$ cat src/rtl/dmem_arb_pkg.sv
// Shared types for the data-RAM arbiter: owner encoding and counter sizing.
// No logic; no latency.
// No flow control of its own.
package dmem_arb_pkg;

    typedef enum logic {
        OWN_CPU = 1'b0,
        OWN_LDR = 1'b1
    } owner_e;

    localparam int STALL_CNT_W = 16;

    // The run counter must hold the larger limit, because it saturates there.
    function automatic int run_cnt_w(input int max_run);
        return (max_run < 1) ? 1 : $clog2(max_run + 1);
    endfunction

endpackage

$ cat src/rtl/dmem_arb_fair.sv
// Picks the CPU or the loader each cycle and bounds how long one side keeps the RAM.
// Grant is combinational (0 cycles); last_owner/run_cnt update on the clock edge.
// The loser of a contended cycle simply waits; the owner is forced to yield after its limit.
module dmem_arb_fair
    import dmem_arb_pkg::*;
#(
    parameter int CPU_MAX_RUN = 4,
    parameter int LDR_MAX_RUN = 4
) (
    input  logic clk,
    input  logic rst,
    input  logic cpu_req,
    input  logic ldr_req,
    output logic cpu_gnt,
    output logic ldr_gnt
);

    localparam int RUN_MAX = (CPU_MAX_RUN > LDR_MAX_RUN) ? CPU_MAX_RUN : LDR_MAX_RUN;
    localparam int RW      = run_cnt_w(RUN_MAX);

    owner_e          last_owner;
    logic [RW-1:0]   run_cnt;
    owner_e          gnt_owner;

    always_comb begin
        cpu_gnt = 1'b0;
        ldr_gnt = 1'b0;
        if (!rst) begin
            if (cpu_req && ldr_req) begin
                // Under contention the current owner keeps going until it uses up its run.
                if (last_owner == OWN_CPU) begin
                    if (int'(run_cnt) >= CPU_MAX_RUN) ldr_gnt = 1'b1;
                    else                              cpu_gnt = 1'b1;
                end else begin
                    if (int'(run_cnt) >= LDR_MAX_RUN) cpu_gnt = 1'b1;
                    else                              ldr_gnt = 1'b1;
                end
            end else begin
                cpu_gnt = cpu_req;
                ldr_gnt = ldr_req;
            end
        end
    end

    assign gnt_owner = ldr_gnt ? OWN_LDR : OWN_CPU;

    always_ff @(posedge clk) begin
        if (rst) begin
            last_owner <= OWN_CPU;
            run_cnt    <= '0;
        end else if (cpu_gnt || ldr_gnt) begin
            if (gnt_owner == last_owner) begin
                if (int'(run_cnt) < RUN_MAX) run_cnt <= run_cnt + 1'b1;
            end else begin
                last_owner <= gnt_owner;
                run_cnt    <= RW'(1);
            end
        end else begin
            run_cnt <= '0;
        end
    end

endmodule

$ cat src/rtl/dmem_arbiter.sv
// Shares the single-port data RAM between core load/store and the loader port; DMEM_ARB_STATS_EN adds a stall counter.
// CPU beats: 0 cycles. Loader ack in the granted cycle, read data 1 cycle later.
// The core is stalled while the loader owns the RAM; the loader holds its beat until ldr_ack.
module dmem_arbiter
    import dmem_arb_pkg::*;
#(
    parameter int AW          = 32,
    parameter int DW          = 32,
    parameter int CPU_MAX_RUN = 4,
    parameter int LDR_MAX_RUN = 4
) (
    input  logic                   clk,
    input  logic                   rst,
    input  logic                   cpu_req,
    input  logic                   cpu_we,
    input  logic [AW-1:0]          cpu_addr,
    input  logic [DW-1:0]          cpu_wd,
    output logic [DW-1:0]          cpu_rd,
    output logic                   cpu_stall,
    input  logic                   ldr_req,
    input  logic                   ldr_we,
    input  logic [AW-1:0]          ldr_addr,
    input  logic [DW-1:0]          ldr_wd,
    output logic                   ldr_ack,
    output logic [DW-1:0]          ldr_rdata,
    output logic                   ldr_rvalid,
    output logic                   mem_we,
    output logic [AW-1:0]          mem_a,
    output logic [DW-1:0]          mem_wd,
    input  logic [DW-1:0]          mem_rd,
    output logic [STALL_CNT_W-1:0] stall_cnt
);

    typedef struct packed {
        logic          we;
        logic [AW-1:0] a;
        logic [DW-1:0] wd;
    } beat_t;

    logic  cpu_gnt;
    logic  ldr_gnt;
    beat_t cpu_beat;
    beat_t ldr_beat;
    beat_t mem_beat;

    dmem_arb_fair #(
        .CPU_MAX_RUN (CPU_MAX_RUN),
        .LDR_MAX_RUN (LDR_MAX_RUN)
    ) u_fair (
        .clk     (clk),
        .rst     (rst),
        .cpu_req (cpu_req),
        .ldr_req (ldr_req),
        .cpu_gnt (cpu_gnt),
        .ldr_gnt (ldr_gnt)
    );

    assign cpu_beat = '{we: cpu_we, a: cpu_addr, wd: cpu_wd};
    assign ldr_beat = '{we: ldr_we, a: ldr_addr, wd: ldr_wd};

    // With no grant the CPU's address stays on the bus, but nothing is written.
    always_comb begin
        mem_beat    = cpu_beat;
        mem_beat.we = 1'b0;
        if (cpu_gnt)      mem_beat = cpu_beat;
        else if (ldr_gnt) mem_beat = ldr_beat;
    end

    assign mem_we    = mem_beat.we;
    assign mem_a     = mem_beat.a;
    assign mem_wd    = mem_beat.wd;
    assign cpu_rd    = mem_rd;
    assign cpu_stall = cpu_req & ~cpu_gnt & ~rst;
    assign ldr_ack   = ldr_gnt;

    always_ff @(posedge clk) begin
        if (rst) begin
            ldr_rdata  <= '0;
            ldr_rvalid <= 1'b0;
        end else if (ldr_gnt && !ldr_we) begin
            ldr_rdata  <= mem_rd;
            ldr_rvalid <= 1'b1;
        end else begin
            ldr_rvalid <= 1'b0;
        end
    end

`ifdef DMEM_ARB_STATS_EN
    always_ff @(posedge clk) begin
        if (rst) begin
            stall_cnt <= '0;
        end else if (cpu_stall && (stall_cnt != {STALL_CNT_W{1'b1}})) begin
            stall_cnt <= stall_cnt + 1'b1;
        end
    end
`else
    assign stall_cnt = '0;
`endif

endmodule

$ cat config.mk
export PLATFORM = sky130hd
export DESIGN_NAME = dmem_arbiter
export DESIGN_NICKNAME = d
export VERILOG_FILES = /design/src/rtl/dmem_arb_pkg.sv /design/src/rtl/dmem_arb_fair.sv /design/src/rtl/dmem_arbiter.sv
export SDC_FILE = /design/constraint.sdc
export NUM_CORES = 1
export LEC_CHECK = 0
export CORE_AREA = 2 2 120 122
export DETAILED_ROUTE_END_ITERATION = 16
export DIE_AREA = 0 0 122 124
export GPL_ROUTABILITY_DRIVEN = 0
export HOLD_SLACK_MARGIN = 0.1
export PLACE_DENSITY = 0.61
export SYNTH_ARGS = -nofsm -noshare
export SYNTH_HDL_FRONTEND = slang
export SYNTH_SLANG_ARGS = --single-unit
$ cat constraint.sdc
create_clock -name clk -period 2.2 [get_ports clk]
set_input_delay 0.44 -clock clk [delete_from_list [all_inputs] [get_ports clk]]
set_output_delay 0.44 -clock clk [all_outputs]
set_load 0.005 [all_outputs]
; Word-level counts from Yosys, hierarchy flattened
; Cells that the tools add are included.
[totals]
regBits = 37
memories = 0
inputBits = 166
wordCells = 37
ramBits = 0
mem_bits_ro = 0
latchBits = 0
out_inout_bits = 148
[classes]
multipliers = 0
shifts = 0
addsub = 1
n_bitwise = 6
n_eq_ne = 2
n_div = 0
n_reduce_logical = 7
n_lt_le_gt_ge = 2
mux = 14
[ops]
columns = op, count
row1 = $mux W65, 2
row2 = $mux W1, 12
row3 = $not A1 Y1, 4
row4 = $add A3 B1 Y3 const B, 1
row5 = $ge A3 B3 Y1 const B, 1
row6 = $lt A3 B3 Y1 const B, 1
row7 = $reduce_or A3 Y1, 1
row8 = $and A1 B1 Y1, 2
row9 = $logic_and A1 B1 Y1, 2
row10 = $ne A2 B2 Y1 const B, 1
row11 = $reduce_and A2 Y1, 1
row12 = $reduce_or A2 Y1, 1
row13 = $eq A1 B1 Y1, 1
row14 = $logic_not A1 Y1, 1
row15 = $logic_or A1 B1 Y1, 1

; Depth between registers and ports, before layout
; Gate-level depths: netlist of the first run.
[logic_depth]
depth_word = 9
depth_mapped = 6
depth_no_buf = 3

; Cells and area by module
; From an unflattened synthesis of the first run, not the netlist that was laid out.
[hier_totals]
cells_unflattened = 297
hier_area_um2 = 3133.0
[by_module_without_submodules]
columns = mod, instances, seq_area_each_um2, cells_each, area_per_inst_um2
row1 = dmem_arbiter, 1, 660.6, 270, 2884.0
row2 = dmem_arb_fair, 1, 80.1, 27, 249.0

; Least setup slack after synthesis of the first run
; Ideal clock, no wire load.
[synth_timing]
kind = input to output
from = input rst
to = output mem_a[0]
arrival_ns = 1.593
path_slack_ns = 0.167
cell_stages = 6
n_path_buf = 3
t_required_ns = 1.760
cell_sequence = clkbuf_2 > and2b_1 > o21a_1 > buf_6 > buf_12 > mux2_4
[synth_via]
elab_chain_cells = 3
word_cells_on_any_way = 4
classes_between = mux (4)
[synth_rtl]
columns = item, line
row1 = "start, declared", dmem_arbiter.sv:13  ; input logic rst,
row2 = $mux W1, dmem_arb_fair.sv:28  ; if (!rst) begin
row3 = $mux W65, dmem_arbiter.sv:66  ; else if (ldr_gnt) mem_beat = ldr_beat;
row4 = $mux W65 (*), dmem_arbiter.sv:65  ; if (cpu_gnt) mem_beat = cpu_beat;
row5 = "end, declared", dmem_arbiter.sv:28  ; output logic [AW-1:0] mem_a,
; Mark *: on every way between the ends. The rest lies on a longest branch, timed or not.

; Worst setup path after layout of the first run
[layout_timing]
from = register u_fair.run_cnt[2]
to = output mem_wd[31]
[layout_via]
elab_chain_cells = 7
word_cells_on_any_way = 11
classes_between = order compare (1) / mux (10)
[layout_rtl]
columns = item, line
row1 = "start, declared", dmem_arb_fair.sv:22  ; logic [RW-1:0] run_cnt;
row2 = $ge A3 B3 Y1 (*), "dmem_arb_fair.sv:32, dmem_arb_fair.sv:35"
row3 = $mux W1, "dmem_arb_fair.sv:32, dmem_arb_fair.sv:35"
row4 = $mux W1, dmem_arb_fair.sv:31  ; if (last_owner == OWN_CPU) begin
row5 = $mux W1, dmem_arb_fair.sv:29  ; if (cpu_req && ldr_req) begin
row6 = $mux W1, dmem_arb_fair.sv:28
row7 = $mux W65, dmem_arbiter.sv:66
row8 = $mux W65 (*), dmem_arbiter.sv:65
row9 = "end, declared", dmem_arbiter.sv:29  ; output logic [DW-1:0] mem_wd,
; Marks and branches as above.

==> impl_metrics.yaml, run 1 <==
synth:
  syn_area_sq_um: 2940
  ys_warn_count: 0
  synth-edff-count: 0
  ys_seq_elements: 37
  syn_inst: 257
  yosys.area.top_type: "dfxtp_1"
  ys_async_sr_fraction: 0
  synth_area_leaders: "dfxtp_1, mux2_4, mux2_2"
  synth_cell_type_count: 29
  yosysSeqAreaShare: 0.252
  synth_area_per_cell_sq_um: 11.5
  synth_flop_cell: "dfxtp_1"
  netlist.area_leader.share: 0.252
cells_and_area:
  area_growth_syn_to_layout_pct: 113
  fillers: 1312
  final_area_sq_um: 6270
  diodes: 0
  fin_util: 0.457
  nNetsFinal: 709
  final_layout_size_suffix_gt1_frac: 0.378
cts:
  worst_skew_pair.late_latency_ns: 0.28
  cts_max_level: 2
  holdBufCountCts: 0
  cts_buffer_depth: 2
  cts_tree: "built"
  clkSinkCount: 37
  cts_buffers: 5
  clockRootBuffer: "clkbuf_16"
  clkTransAtPathRegs_ns: 0.06
floorplan:
  die_w_microns: 122
  die_h_microns: 124
  fp.dieArea_sq_um: 15100
  core_area_sq_um: 13700
  pin_count: 314
  initial_core_util: 0.215
  rows: 43
placement:
  post-place-ws_ns: -0.628
  dpl_cell_area_sq_um: 5810
  post-dp-hpwl_microns: 9810
  port_buffers: 297
sta:
  max_freq_ghz: 0.434
  whs_ns: 0.541
  fin_skew_ns: 0.00650
  slew_viol_final: 0
  rsz0062_at_grt: "yes"
  setup_violations: 37
  final.min_clock_period_ns: 2.30
  hold_viol: 0
  period_share: 1.05
  fin_setup_tns_ns: -2.57
  setup_ws_ns: -0.104
global_routing:
  antenna_found_initial: 0
  grt_pass1_vias: 2978
  grt_util_all_layers: 0.153
  grt_max_degree: 37
  overflow: 0
  grt_pass1_wl_microns: 17300
worst_setup_path:
  cp_data_required_time_ns: 1.76
  criticalPathCategory: "register to output pin"
  endpoint_kind: "output pin"
  cp_max_fo: 8
  crit_arrival_ns: 1.86
  critPathLaunchType: "register"
drt:
  wl_microns: 12500
  ant_nets: 0
  viasPerCell: 4.04
  first_pass_iters: 4
  vias: 2922
  wl_per_cell_microns: 17.3
  drc: 0
  drt-initial-drc-count: 77
min_path:
  hp-class: "register to register"
pwr:
  power_density_nw_per_um2: 407
  leakagePower_nw: 2.69
  ir_worst_vdd_mv: 0.370
outcome:
  status: "finished, violations left"
  violations: "negative setup slack"
job:
  maxCapViolCount: 0
## stage by stage
| step | cells | power [mW] |
|---|---|---|
| floorplan | 272 | 1.09 |
| detailed placement | 698 | 1.67 |
| CTS | 724 | 2.59 |
| global placement | 698 | 1.67 |
| global route | 723 | 2.66 |
| finish | 723 | 2.55 |
## power by group
group	internal, mW	switching, mW
clock network	0.536	0.290
registers	0.702	0.0156
logic	0.720	0.287
total	1.96	0.592
## placed cells by master, fill, tap and decap left out, drive strengths merged, types with 2 or more instances in the layout
cell type | Yosys | routed
dlygate4sd2 | 0 | 4
o21ai | 2 | 2
and2b | 2 | 2
o21a | 2 | 2
inv | 3 | 3
buf | 60 | 92
o211ai | 2 | 2
clkbuf | 3 | 5
mux2 | 97 | 97
conb | 1 | 16
clkdlybuf4s15 | 0 | 2
clkdlybuf4s50 | 0 | 227
nor2b | 34 | 34
dfxtp | 37 | 37
nor3b | 2 | 2
mux2i | 2 | 2
a21oi | 2 | 2
## path summary, 6_finish.rpt
| kind | depth (start not counted) | endpoint | start | slack [ns] |
|---|---|---|---|---|
| max | 7 | mem_wd[31] | u_fair.run_cnt[2] | -0.10 |
| min | 2 | u_fair.run_cnt[1] | u_fair.run_cnt[1] | 0.54 |
| max reg2reg | 6 | ldr_rdata[11] | u_fair.run_cnt[2] | 0.50 |
| min reg2reg | 2 | u_fair.run_cnt[1] | u_fair.run_cnt[1] | 0.54 |
## synthesized netlist by cell type, types with 2 or more instances
cell type	number
inv_1	3
buf_12	5
dfxtp_1	37
mux2i_1	2
a21oi_1	2
nor2b_1	34
nor3b_1	2
buf_4	50
buf_6	3
o21ai_0	2
clkbuf_1	2
mux2_4	49
o21a_1	2
and2b_1	2
mux2_2	48
## state kept, by name (all words and copies together), names as in the netlist
register and count:
ldr_rdata 32, u_fair.run_cnt 3, ldr_rvalid 1, u_fair.last_owner 1
## area by class of cell
| type | count | area [sq um] | share of cell area |
|---|---|---|---|
| Clock buffer | 5 | 125 | 0.0200 |
| Clock inverter | 3 | 46.3 | 0.00738 |
| Inverter | 3 | 11.3 | 0.00180 |
| Multi-Input combinational cell | 169 | 1740 | 0.278 |
| Sequential cell | 37 | 743 | 0.119 |
| Tap cell | 180 | 225 | 0.0359 |
| Timing Repair Buffer | 326 | 3380 | 0.539 |
## critical path, stage by stage (launching register included)
cell and delay [ns]:
dfxtp_2 0.33, xor2_2 0.18, o21a_4 0.23, buf_12 0.13, buf_12 0.12, buf_16 0.14, mux2_4 0.32, buf_6 0.12
## layer usage
metal | track usage | vias up | share of wire
met5 | 0 | - | 0
met4 | 0.0474 | 0 | 0.020
met3 | 0.0559 | 19 | 0.11
met2 | 0.294 | 178 | 0.52
met1 | 0.154 | 1339 | 0.35
li1 | - | 1386 | -
## timing repair
action | in CTS | in global routing
resized for setup | 321 | 5
endpoints found under the setup margin | 67 | 64
cloned | 5 | 0
pin swaps | 2 | 2
setup buffers | 13 | 1
## cell families after synthesis
group,count (synthesis),synth area share
AO/OA/AOI/OAI,10,0.0238
XOR/XNOR,1,0.00553
adder cells (fa/ha/maj),1,0.00425
buffers and inverters,66,0.184
flip-flops,37,0.252
multiplexers,99,0.440
other,1,0.00127
AND/OR/NAND/NOR,42,0.0892
Note: power is estimated with default switching activity, not from simulation.
==> inputs of run 2 (changes only) <==
PLACE_DENSITY = 0.72   (was 0.61)
SKIP_CTS_REPAIR_TIMING = 1   (was default)
==> impl_metrics.yaml, run 2 (synthesis results as in run 1) <==
floorplan:
  fp.dieArea_sq_um: 15100
  die_h_microns: 124
  rows: 43
  initial_core_util: 0.215
  core_area_sq_um: 13700
  die_w_microns: 122
  pin_count: 314
placement:
  post-dp-hpwl_microns: 10200
  dp_cells: 703
  port_buffers: 297
  dpl_cell_area_sq_um: 5850
outcome:
  status: "finished, violations left"
  violations: "negative setup slack"
cts:
  cts_tree: "built"
  worst_skew_pair.late_latency_ns: 0.27
  cts_max_level: 2
  clockRootBuffer: "clkbuf_16"
  clkTransAtPathRegs_ns: 0.05
  cts_buffer_depth: 2
  cts_buffers: 5
  clkSinkCount: 37
drt:
  ant_nets: 0
  vias: 2956
  wl_per_cell_microns: 17.3
  wl_microns: 12600
  first_pass_iters: 4
  viasPerCell: 4.07
  drt-initial-drc-count: 50
  drc: 0
cells_and_area:
  final_layout_size_suffix_gt1_frac: 0.360
  largest_reg_flops: 32
  nNetsFinal: 715
  diodes: 0
  top_regs: "ldr_rdata (32), u_fair.run_cnt (3)"
  regMostFlops: "ldr_rdata"
  final_area_sq_um: 6100
  final-instance-count-excl-fill: 727
  area_growth_syn_to_layout_pct: 107
  layout_common_cells: "clkdlybuf4s50_1, mux2_4, mux2_2, clkbuf_2, dfxtp_1"
  final_common_cell: "clkdlybuf4s50_1"
sta:
  setup_ws_ns: -0.0763
  rsz0062_at_grt: "yes"
  whs_ns: 0.534
  hold_viol: 0
  slew_viol_final: 0
  setup_violations: 30
  fin_setup_tns_ns: -0.789
  period_share: 1.03
  max_freq_ghz: 0.439
  final.min_clock_period_ns: 2.28
  fin_skew_ns: 0.00651
worst_setup_path:
  endpoint_kind: "output pin"
  criticalPathCategory: "register to output pin"
  cp_data_required_time_ns: 1.76
  cp_max_fo: 6
  crit_arrival_ns: 1.84
  critPathLaunchType: "register"
global_routing:
  grt_pass1_vias: 3117
  antenna_found_initial: 0
  grt_util_all_layers: 0.150
  grt_pass1_wl_microns: 17300
  grt_max_degree: 37
  overflow: 0
pwr:
  ir_worst_vdd_mv: 0.483
  power_density_nw_per_um2: 381
  leakagePower_nw: 2.78
job:
  maxCapViolCount: 0
min_path:
  hp-class: "register to register"
run 2: cell types whose count changed in the layout (fill, tap and decap cells not counted), sizes merged, moves of 2 or more:
cell           before  now
dlygate4sd2         4    0
clkbuf              5   50
buf                92   41
dlymetal6s2s        1   18
clkdlybuf4s15       2    0
run 2: final timing paths:
check | end | start | cells past startpoint | slack, ns
worst max-delay path | mem_a[30] | u_fair.last_owner | 7 | -0.08
worst min-delay path | u_fair.run_cnt[1] | u_fair.run_cnt[1] | 2 | 0.53
worst max register to register | ldr_rdata[29] | u_fair.last_owner | 5 | 0.60
worst min register to register | u_fair.run_cnt[1] | u_fair.run_cnt[1] | 2 | 0.53
run 2: worst max-delay path, cell delays in order (launching register included):
cell	delay [ns]
dfxtp_4	0.36
xor2_4	0.19
o21a_4	0.26
buf_8	0.14
buf_6	0.11
buf_4	0.12
mux2_2	0.27
clkbuf_2	0.12
run 2: per-layer routing:
layer	GRT usage	part of all wire	vias up
met5	0	0	-
met4	0.0395	0.023	0
met3	0.0572	0.11	21
met2	0.273	0.50	175
met1	0.163	0.37	1361
li1	-	-	1399
run 2: where the power goes:
group | internal, mW | total (mW) | switching [mW]
sequential | 0.701 | 0.716 | 0.0152
combinational | 0.669 | 0.954 | 0.285
clock | 0.404 | 0.653 | 0.249
total | 1.77 | 2.32 | 0.549
run 2: area by class of cell:
cell class / instances / area [sq um]
clock inverter: 1 / 5.00
timing repair buffer: 331 / 3220
fill: 1299 / 7620
clock buffer: 5 / 125
inverter: 3 / 11.3
multi-input combinational: 170 / 1770
sequential: 37 / 748
tap: 180 / 225
run 2: stage by stage:
stage	setup WS (ns)	total power, mW	util
4_1_cts	-0.683	2.37	0.436
3_3_place_gp	-0.649	1.68	0.426
2_1_floorplan	0.167	1.09	-
5_1_grt	-0.123	2.44	0.445
6_report	-0.0763	2.32	0.445
3_5_place_dp	-0.671	1.69	0.426
==> inputs of run 3 (changes only) <==
GPL_TIMING_DRIVEN = 1   (was default)
==> results of run 3 <==
No change in the layout: final DEF, timing and power equal those of run 2.
